===== src/rtl/mem_arbiter.sv =====
// Arbitrates one main-memory port between the I-cache and D-cache fill engines
// and routes returning read data to its owner. Define ARB_ROUND_ROBIN_EN for round-robin on ties.
module mem_arbiter #(
  parameter int LAT = 4
) (
  input  logic        clk,
  input  logic        rst,
  input  logic        i_req,
  input  logic [15:0] i_addr,
  output logic        i_grant,
  output logic        i_data_valid,
  input  logic        d_req,
  input  logic [15:0] d_addr,
  input  logic        d_wr,
  input  logic [15:0] d_wdata,
  output logic        d_grant,
  output logic        d_data_valid,
  output logic        mem_en,
  output logic        mem_wr,
  output logic [15:0] mem_addr,
  output logic [15:0] mem_wdata,
  input  logic        mem_data_valid,
  output logic        mem_busy
);

  typedef enum logic [1:0] {IDLE, GNT_I, GNT_D, DRAIN} state_t;

  localparam logic       SIDE_I  = 1'b0;
  localparam logic       SIDE_D  = 1'b1;
  localparam logic [3:0] CNT_MAX = 4'hF;

  generate
    if (LAT < 1) begin : g_lat_check
      $error("mem_arbiter: LAT must be at least 1");
    end
  endgenerate

  state_t     state_q, state_d;
  logic [3:0] cnt_q, cnt_d;
  logic       owner_q, owner_d;
  logic       pick_d;
  logic       rd_issue, rd_return;

`ifdef ARB_ROUND_ROBIN_EN
  logic       last_q, last_d;
`endif

  always_comb begin
    i_grant   = (state_q == GNT_I);
    d_grant   = (state_q == GNT_D);
    mem_busy  = (state_q != IDLE);
    mem_en    = 1'b0;
    mem_wr    = 1'b0;
    mem_addr  = 16'h0;
    mem_wdata = 16'h0;
    if (i_grant) begin
      mem_en   = i_req;
      mem_addr = i_addr;
    end else if (d_grant) begin
      mem_en    = d_req;
      mem_wr    = d_wr;
      mem_addr  = d_addr;
      mem_wdata = d_wdata;
    end
  end

  // A return with nothing outstanding is stray and neither counted nor routed.
  assign rd_issue     = mem_en & ~mem_wr;
  assign rd_return    = mem_data_valid & (cnt_q != 4'h0);
  assign i_data_valid = rd_return & (owner_q == SIDE_I);
  assign d_data_valid = rd_return & (owner_q == SIDE_D);

  always_comb begin
    cnt_d = cnt_q;
    if (rd_issue && !rd_return && cnt_q != CNT_MAX) cnt_d = cnt_q + 4'h1;
    else if (rd_return && !rd_issue)                cnt_d = cnt_q - 4'h1;
  end

  always_comb begin
`ifdef ARB_ROUND_ROBIN_EN
    if (i_req && d_req) pick_d = (last_q == SIDE_I);
    else                pick_d = d_req;
`else
    pick_d = d_req;
`endif
  end

  always_comb begin
    state_d = state_q;
    owner_d = owner_q;
`ifdef ARB_ROUND_ROBIN_EN
    last_d  = last_q;
`endif
    case (state_q)
      IDLE: begin
        if (i_req || d_req) begin
          state_d = pick_d ? GNT_D : GNT_I;
          owner_d = pick_d;
`ifdef ARB_ROUND_ROBIN_EN
          last_d  = pick_d;
`endif
        end
      end
      GNT_I: if (!i_req) state_d = (cnt_d == 4'h0) ? IDLE : DRAIN;
      GNT_D: if (!d_req) state_d = (cnt_d == 4'h0) ? IDLE : DRAIN;
      DRAIN: if (cnt_d == 4'h0) state_d = IDLE;
      default: state_d = IDLE;
    endcase
  end

  always_ff @(posedge clk) begin
    if (!rst) begin
      state_q <= IDLE;
      cnt_q   <= 4'h0;
      owner_q <= SIDE_I;
`ifdef ARB_ROUND_ROBIN_EN
      last_q  <= SIDE_I;
`endif
    end else begin
      state_q <= state_d;
      cnt_q   <= cnt_d;
      owner_q <= owner_d;
`ifdef ARB_ROUND_ROBIN_EN
      last_q  <= last_d;
`endif
    end
  end

endmodule


===== config.mk =====
export PLATFORM = sky130hd
export DESIGN_NAME = mem_arbiter
export DESIGN_NICKNAME = d
export VERILOG_FILES = /design/src/rtl/mem_arbiter.sv
export SDC_FILE = /design/constraint.sdc
export NUM_CORES = 1
export LEC_CHECK = 0
export ABC_AREA = 0
export CAP_MARGIN = 20
export CORE_ASPECT_RATIO = 1.1
export CORE_MARGIN = 2
export CORE_UTILIZATION = 31
export CTS_BUF_LIST = sky130_fd_sc_hd__clkbuf_8
export DETAILED_ROUTE_END_ITERATION = 7
export PLACE_DENSITY = 0.91
export SKIP_CTS_REPAIR_TIMING = 1
export SLEW_MARGIN = 10
export SYNTH_ARGS = -nofsm -noshare
export SYNTH_HDL_FRONTEND = slang
export SYNTH_SLANG_ARGS = --single-unit

===== constraint.sdc =====
create_clock -name clk -period 2.7 [get_ports clk]
set_input_delay 0.81 -clock clk [delete_from_list [all_inputs] [get_ports clk]]
set_output_delay 0.81 -clock clk [all_outputs]
set_load 0.01 [all_outputs]

== After elaboration in Yosys (flattened, before gate mapping) ==
Index checks and enable logic that the tools add are counted.

* Input port bits: 54
* Bits in read-only memories: 0
* Memories kept: 0
* Register bits: 7
* Output and inout port bits: 39
* Word-level logic and storage cells: 48
* RAM bits: 0
* Bits in latches: 0

* Equality and inequality tests: 8
* Add/sub/neg operators: 2
* Mux-type cells: 17
* Magnitude comparators: 0
* Shifts and indexed selects: 0
* Bitwise operators: 6
* Multiply operators: 0
* Div/mod/pow operators: 0
* Reduce and logical (&&, ||, !) cells: 12

{| class="wikitable"
|+ Operator list
! cell !! count
|-
| $mux 16 || 4
|-
| $mux 2 || 6
|-
| $mux 4 || 2
|-
| $ne 2x2->1 const B || 4
|-
| $pmux 2 s4 || 1
|-
| $add 4x1->4 const B || 1
|-
| $and 1x1->1 || 4
|-
| $eq 2x2->1 const B || 2
|-
| $logic_not 4->1 || 1
|-
| $mux 1 || 4
|-
| $ne 4x4->1 const B || 1
|-
| $reduce_and 4->1 || 1
|-
| $reduce_bool 4->1 || 1
|-
| $sub 4x1->4 const B || 1
|-
| $logic_and 1x1->1 || 3
|-
| $eq 2x1->1 const B || 1
|-
| $logic_not 1->1 || 2
|-
| $logic_not 2->1 || 1
|-
| $not 1->1 || 2
|-
| $reduce_and 2->1 || 1
|-
| $reduce_bool 2->1 || 1
|-
| $logic_or 1x1->1 || 1
|}

== Depth between registers and ports, before layout ==
Gate-level depths: netlist of the first run.

* Depth after elaboration: 13
* Depth in mapped cells: 8
* Depth with buffers taken out: 8

== Least setup slack after synthesis of the first run ==
Ideal clock, no wire load.

* Path type: register to output
* Start: reg state_q[1]
* End: out mem_addr[10]
* Stages on the path, launching flop included: 8
* Arrival: 1.643 ns
* Path slack: 0.247 ns
* Data required time: 1.890 ns
* Buffers on the path: 3
* Cells stage by stage: dfxtp_1 > inv_1 > ha_1 > buf_6 > nor2b_1 > clkbuf_1 > clkbuf_1 > a22o_1

* Elaborated cells between the ends (all ways): 4
* Classes of those cells: eq/ne (2); mux (2)

{| class="wikitable"
|+ RTL lines
! element !! RTL line !! RTL
|-
| start, declared || 38 || <nowiki>state_t state_q, state_d;</nowiki>
|-
| start signal, assigned || 120 || <nowiki>state_q <= state_d;</nowiki>
|-
| $eq 2x1->1 || 49 || <nowiki>i_grant = (state_q == GNT_I);</nowiki>
|-
| via i_grant || 10 || <nowiki>output logic i_grant,</nowiki>
|-
| $mux 16 || 56 || <nowiki>if (i_grant) begin</nowiki>
|-
| end, declared || 20 || <nowiki>output logic [15:0] mem_addr,</nowiki>
|}

The timed path passes the listed nets, and every way through them passes these cells.

== Worst setup path in the final report of the first run ==
* Start: reg state_q[0]
* End: out mem_wdata[8]

* Longest elaborated chain between the ends: 3
* Elaborated cells between the ends (all ways): 4
* Classes of those cells: eq/ne (2); mux (2)

{| class="wikitable"
|+ RTL lines
! element !! RTL line !! RTL
|-
| $eq 2x2->1 || 50 || <nowiki>d_grant = (state_q == GNT_D);</nowiki>
|-
| $mux 16 || 59 || <nowiki>end else if (d_grant) begin</nowiki>
|-
| $mux 16 * || 56 ||
|-
| end, declared || 21 || <nowiki>output logic [15:0] mem_wdata,</nowiki>
|}

Mark *: on every way between the ends. The rest lies on a longest branch, timed or not.

==> metrics, run 1 <==
Die Span Y about 63 um; Setup CP Type register to output port; LEAKAGE approximately 1.4 nW; CP Launch Type register; Die X-Extent 57.40 um; Synth Area in Compound Gates 0.3333; Post-Route WL 4101 um; worst vdd ir approximately 0.69 mV; antenna cells 0; PwrDens about 720 nW/um^2; H-tree Lvls 1; GRT Total Usage 0.2073; CP dominant cell by count buf_4; most frequent cells in the layout 59 x clkdlybuf4s50_1, 33 x dlymetal6s2s_1, 22 x buf_4, 20 x and2_1, 16 x a22o_1; via count roughly 1400; DP Cell Count between 200 and 300; final antenna-violating net count 0; DPL Wire Length about 3100 um; Hold WC Path Type register to register; final hold violation count 0; synth unique cells 36; Crit Path Max Fanout 8; Simple-Gate Fraction of Synth Area 0.3295; type of destination of the critical path output port; fin crit period 2.829 ns; via/cell ratio between 4 and 5; CTS clk-pin slew, worst paths about 0.04 ns; Crit-path slowest cell clkdlybuf4s50_1; final net count around 300; Initial Utilization 0.3217; commonest non-fill, non-tap cell in the layout clkdlybuf4s50_1; Crit path max-delay family buffers and inverters; antenna violations before repair 0; relative slew slack 0.7348; I/O Buffers about 90; failing checks setup timing; Core Area slightly above 3000 um^2; wire length of the first global-routing pass 5878 um; DRT Pass-1 Iters 4; period utilization 1.048; status complete, but fails checks; cell area after synthesis ~1000 um^2; largest family of logic cells by synthesized area compound AO/OA/AOI/OAI gates; TritonCTS Sinks 7; ratio of cells with drive above 1 in the final layout 0.1339; Overflow after GRT 0; GPL Wtd Cong slightly below 0.8; Num CTS Buffers 3; Final Util 0.7350; Worst-Skew Late Latency 0.23 ns; FF/Latch Area between 100 and 150 um^2; largest net degree at the start of global routing 22; Fin Clk Skew approximately 0.00099 ns; drt initial violations 45; Post-Synthesis Cells between 100 and 150; synthesized area per cell ~7.7 um^2; fmax around 0.35 GHz; Critical Path RT 1.89 ns; final setup vio count 5; DR DRC count 0; WL/cell 15.02 um; Rows 21; total power roughly 0.0016 W; die area ~3600 um^2; Max-Cap Viols 0; CP arrival approximately 2 ns; multiplexer share of the synthesized area 0.03218; Area Growth Syn to Fin 128.4%; io pins a little over 90; final worst-path setup slack -0.1293 ns; multi-input logic area between 700 and 800 um^2; Largest stage delay, worst path 0.47 ns; unrepaired setup endpoints after global routing true; sequential area share after synthesis 0.1441; CTS max path bufs 2; fillcell total ~210; syn nets between 150 and 200; Adder-Cell Fraction of Synth Area 0.09009; DP Worst Slack -0.3512 ns; Least-Margin Pin Slew between 0.3 and 0.4 ns; Cell Count, Final, Fillers Out 273; Final Max Tran Viols 0; WP buf/inv 4; CTS tree yes; Clock Tree Root clkbuf_8; Yosys warnings 0; Synth Register Bits 7; CP Cell Sequence inv_1, ha_1, buf_4, nor2b_2, buf_4, and2_1, clkdlybuf4s50_1; vias in the first global route approximately 1300; xor/xnor share of the synthesized area 0.009009
## state kept, by name, indices dropped and copies added, names as in the netlist
register  flops
state_q       2
cnt_q         4
owner_q       1
## tightest hold or removal path, stage by stage, from the launching register on
cell and delay [ns]:
dfxtp_1 0.31, nand2_1 0.07, a21oi_1 0.07
## layer usage
| metal | vias up | share of wire | GRT usage |
|---|---|---|---|
| met5 | - | 0 | 0 |
| met4 | 0 | 0.015 | 0.06395 |
| met3 | 7 | 0.078 | 0.05590 |
| met2 | 54 | 0.49 | 0.3707 |
| met1 | 608 | 0.42 | 0.2330 |
| li1 | 690 | - | - |
## final timing paths
path,from,end,slack [ns],cells past startpoint
worst min register to register,owner_q$_SDFFE_PN0P_,owner_q$_SDFFE_PN0P_,0.51,2
worst max-delay path,state_q[0]$_SDFFE_PN0P_,mem_wdata[8],-0.13,7
worst min-delay path,owner_q$_SDFFE_PN0P_,owner_q$_SDFFE_PN0P_,0.51,2
worst max register to register,state_q[0]$_SDFFE_PN0P_,state_q[1]$_SDFFE_PN0P_,0.14,10
## area by class of cell
cell class / count / area share
Clock buffer: 3 / 0.01859
Clock inverter: 1 / 0.002254
Inverter: 7 / 0.01183
Multi-Input combinational cell: 106 / 0.3521
Sequential cell: 7 / 0.06310
Tap cell: 34 / 0.01915
Timing Repair Buffer: 115 / 0.5330
## cells in the mapped netlist
cell | instances | area (um^2)
nor3_1 | 4 | 20.02
nand2b_1 | 4 | 25.02
nor4_1 | 1 | 6.260
o32ai_4 | 1 | 27.53
a311oi_1 | 2 | 17.52
mux2_1 | 1 | 11.26
ha_1 | 7 | 87.58
a211oi_1 | 1 | 7.510
nor4b_1 | 1 | 8.760
a22o_1 | 16 | 140.1
clkbuf_1 | 6 | 22.52
xnor2_1 | 1 | 8.760
a31oi_1 | 2 | 12.51
o21ai_0 | 3 | 15.01
buf_6 | 1 | 11.26
and3b_1 | 1 | 8.760
nand4b_1 | 1 | 8.760
o41ai_1 | 2 | 17.52
o21a_1 | 2 | 15.01
dfxtp_1 | 7 | 140.1
a211o_1 | 1 | 8.760
nor3b_1 | 1 | 7.510
nand2_1 | 9 | 33.78
or4b_4 | 1 | 13.76
o32a_1 | 1 | 10.01
a221oi_1 | 2 | 17.52
mux2i_1 | 2 | 20.02
and2_1 | 20 | 125.1
nor2_1 | 7 | 26.28
a22oi_1 | 1 | 7.510
nand2_2 | 1 | 6.260
inv_1 | 7 | 26.28
a21o_1 | 1 | 7.510
nor2b_1 | 4 | 25.02
a21oi_1 | 4 | 20.02
nand3_1 | 1 | 5.000
## kinds of logic (layout without fill, tap and decap cells)
logic type,Yosys count,in the layout
adder cells (fa/ha/maj),7,7
AND/OR/NAND/NOR,56,56
multiplexers,3,3
XOR/XNOR,1,1
AO/OA/AOI/OAI,39,39
buffers and inverters,14,126
flip-flops,7,7
## through the flow
step / cell area [um^2] / hold slack (ns) / setup TNS [ns]
6_report: 2221 / 0.5103 / -0.4788
3_3_place_gp: 2059 / 0.4754 / -5.679
4_1_cts: 2106 / 0.5264 / -11.26
3_5_place_dp: 2059 / 0.5209 / -6.719
2_1_floorplan: 972.2 / 0.4451 / 0
5_1_grt: 2221 / 0.5482 / -0.8554
## power by group
part | total, W | leakage (nW) | switching (W) | internal (W)
combinational | 0.00127 | 1.34 | 0.000555 | 0.000710
clock | 0.000147 | 0.0255 | 0.0000471 | 0.000100
sequential | 0.000179 | 0.0577 | 0.0000403 | 0.000139
total | 0.00159 | 1.43 | 0.000643 | 0.000949
Power figures use the tool's default switching activity.
==> run 2, diff against run 1 <==
Settings changed: CAP_MARGIN 20 to 0.
==> run 2 against run 1 <==
Flip-flop and latch count stayed put. Largest power group unchanged. Non-clock buffer count unchanged. The run still ends with setup timing left. Register-to-register slack barely moved.
==> metrics, run 2 (synthesized netlist as in run 1, its figures left out) <==
met3 GRT Util 0.05590 (unchanged); failing checks setup timing (unchanged); via/cell ratio 5.048 (was 4.978); CP Launch Type register (unchanged); antenna violations before repair 0 (unchanged); Critical Path RT 1.89 ns (about the same); io pins 93 (unchanged); sw power 0.0006473 W (was 0.0006427 W); GRT Total Usage 0.2073 (unchanged); I/O Buffers 92 (unchanged); die area 3601 um^2 (unchanged); GPL Wtd Cong 0.7867 (unchanged); vias in the first global route 1277 (unchanged); DPL Wire Length 3139 um (unchanged); Gate power share 0.797 (was 0.795); type of destination of the critical path output port (unchanged); CP Cell Sequence inv_1, buf_4, ha_1, nor2b_2, buf_4, and2_1, clkdlybuf4s50_1 (was inv_1, ha_1, buf_4, nor2b_2, buf_4, and2_1, clkdlybuf4s50_1); Biggest register cnt_q (unchanged); Crit path max-delay family buffers and inverters (unchanged); DR DRC count 0 (unchanged); Max-Cap Viols 0 (unchanged); final worst-path setup slack -0.1367 ns (was -0.1293 ns); final antenna-violating net count 0 (unchanged); CTS max path bufs 2 (unchanged); CP dominant cell by count buf_4 (unchanged); Int Power 0.0009553 W (was 0.0009493 W); H-tree Lvls 1 (unchanged); fmax 0.3525 GHz (was 0.3534 GHz); final net count 301 (unchanged); Largest stage delay, worst path 0.54 ns (was 0.47 ns); WL/cell 15.35 um (was 15.02 um); DP Cell Count 267 (unchanged); Setup CP Type register to output port (unchanged); Clock Tree Root clkbuf_8 (unchanged); largest net degree at the start of global routing 22 (unchanged); CTS clk-pin slew, worst paths 0.04 ns (about the same); wire length of the first global-routing pass 5878 um (unchanged); Crit Path Max Fanout 8 (unchanged); CP arrival 2.03 ns (was 2.02 ns); grt met1 use 0.2330 (unchanged); Area Growth Syn to Fin 129.0% (was 128.4%); Net Sw Frac 0.4039 (was 0.4037); PwrDens 720.0 nW/um^2 (was 716.9 nW/um^2); via count 1378 (was 1359); met2 usage in global routing 0.3707 (unchanged); Least-Margin Pin Slew 0.3949 ns (was 0.3951 ns); Die X-Extent 57.40 um (unchanged); period utilization 1.051 (was 1.048); ratio of cells with drive above 1 in the final layout 0.1339 (unchanged); Core Area 3022 um^2 (unchanged); fin crit period 2.837 ns (was 2.829 ns); Hold WC Path Type register to register (unchanged); global routing's busiest layer met2 (unchanged); unrepaired setup endpoints after global routing true (unchanged); status complete, but fails checks (unchanged); sequential share of power 0.112 (was 0.113); Post-Route WL 4191 um (was 4101 um); Overflow after GRT 0 (unchanged); Crit-path slowest cell clkdlybuf4s50_1 (unchanged); Cell Count, Final, Fillers Out 273 (unchanged); hold_ws 0.5165 ns (was 0.5103 ns); fillcell total 219 (was 214); relative slew slack 0.7349 (was 0.7348); Rows 21 (unchanged); antenna cells 0 (unchanged); drt initial violations 52 (was 45); Final Max Tran Viols 0 (unchanged); LEAKAGE 1.428 nW (was 1.427 nW); TritonCTS Sinks 7 (unchanged); Fin Clk Skew 0.001046 ns (was 0.0009857 ns); Clk network pwr share 0.092 (about the same); final hold violation count 0 (unchanged); worst vdd ir 0.6518 mV (was 0.6887 mV); Die Span Y 62.74 um (unchanged); CTS tree yes (unchanged); max reg flops 4 (unchanged); most frequent cells in the layout 59 x clkdlybuf4s50_1, 33 x dlymetal6s2s_1, 22 x buf_4, 20 x and2_1, 16 x a22o_1 (unchanged); commonest non-fill, non-tap cell in the layout clkdlybuf4s50_1 (unchanged); DRT Pass-1 Iters 4 (unchanged); Num CTS Buffers 3 (unchanged); largest registers cnt_q: 4 flops, state_q: 2 flops, owner_q: 1 flops (unchanged); final setup vio count 5 (unchanged); Initial Utilization 0.3217 (unchanged); Worst-Skew Late Latency 0.23 ns (about the same); WP buf/inv 4 (unchanged)
==> run 2: cell counts in the layout (fill, tap and decap cells not counted) <==
Identical to the previous run, type by type.
==> run 2: per-layer routing <==
layer  wire length (um)  vias to the layer above  part of all wire
li1                   -                      692                 -
met1               1664                      618              0.40
met2               2113                       61              0.50
met3                353                        7             0.084
met4                 60                        0             0.014
met5                  0                        -                 0
==> run 2: worst min-delay path, cell delays in order, from the launching register on <==
cell	delay (ns)
dfxtp_1	0.32
nand2_1	0.08
a21oi_1	0.07
==> run 2: worst paths after layout <==
kind                            from                      end  slack, ns  cells past startpoint
max          state_q[1]$_SDFFE_PN0P_             mem_wdata[5]      -0.14                      7
max reg2reg  state_q[1]$_SDFFE_PN0P_  state_q[0]$_SDFFE_PN0P_       0.15                     11
min             owner_q$_SDFFE_PN0P_     owner_q$_SDFFE_PN0P_       0.52                      2
min reg2reg     owner_q$_SDFFE_PN0P_     owner_q$_SDFFE_PN0P_       0.52                      2
==> run 2: layout make-up <==
class	instances	area, um^2	share of cell area
sequential	7	140.1	0.06296
clock buffer	3	41.29	0.01855
multi-input combinational	106	782.0	0.3513
timing repair buffer	115	1189	0.5340
clock inverter	1	5.005	0.002248
inverter	7	26.28	0.01180
tap	34	42.54	0.01911
==> run 2: stage by stage <==
step	util	setup TNS, ns	power (W)	setup slack [ns]	instance area, um^2
after floorplan	-	0	0.0008159	0.2466	972.2
after global placement	0.6816	-5.679	0.001410	-0.3002	2059
after detailed placement	0.6816	-6.719	0.001435	-0.3512	2059
after CTS	0.6969	-11.26	0.001593	-0.6144	2106
after global routing	0.7366	-1.012	0.001724	-0.2329	2226
final	0.7366	-0.4817	0.001603	-0.1367	2226
==> run 2: power by group through the flow <==
stage               logic (W)  clock network [W]  registers (W)
detailed placement    0.00125                  0       0.000180
finish                0.00128           0.000147       0.000179
global route          0.00138           0.000160       0.000185
floorplan            0.000647                  0       0.000169
global placement      0.00123                  0       0.000178
CTS                   0.00126           0.000150       0.000178
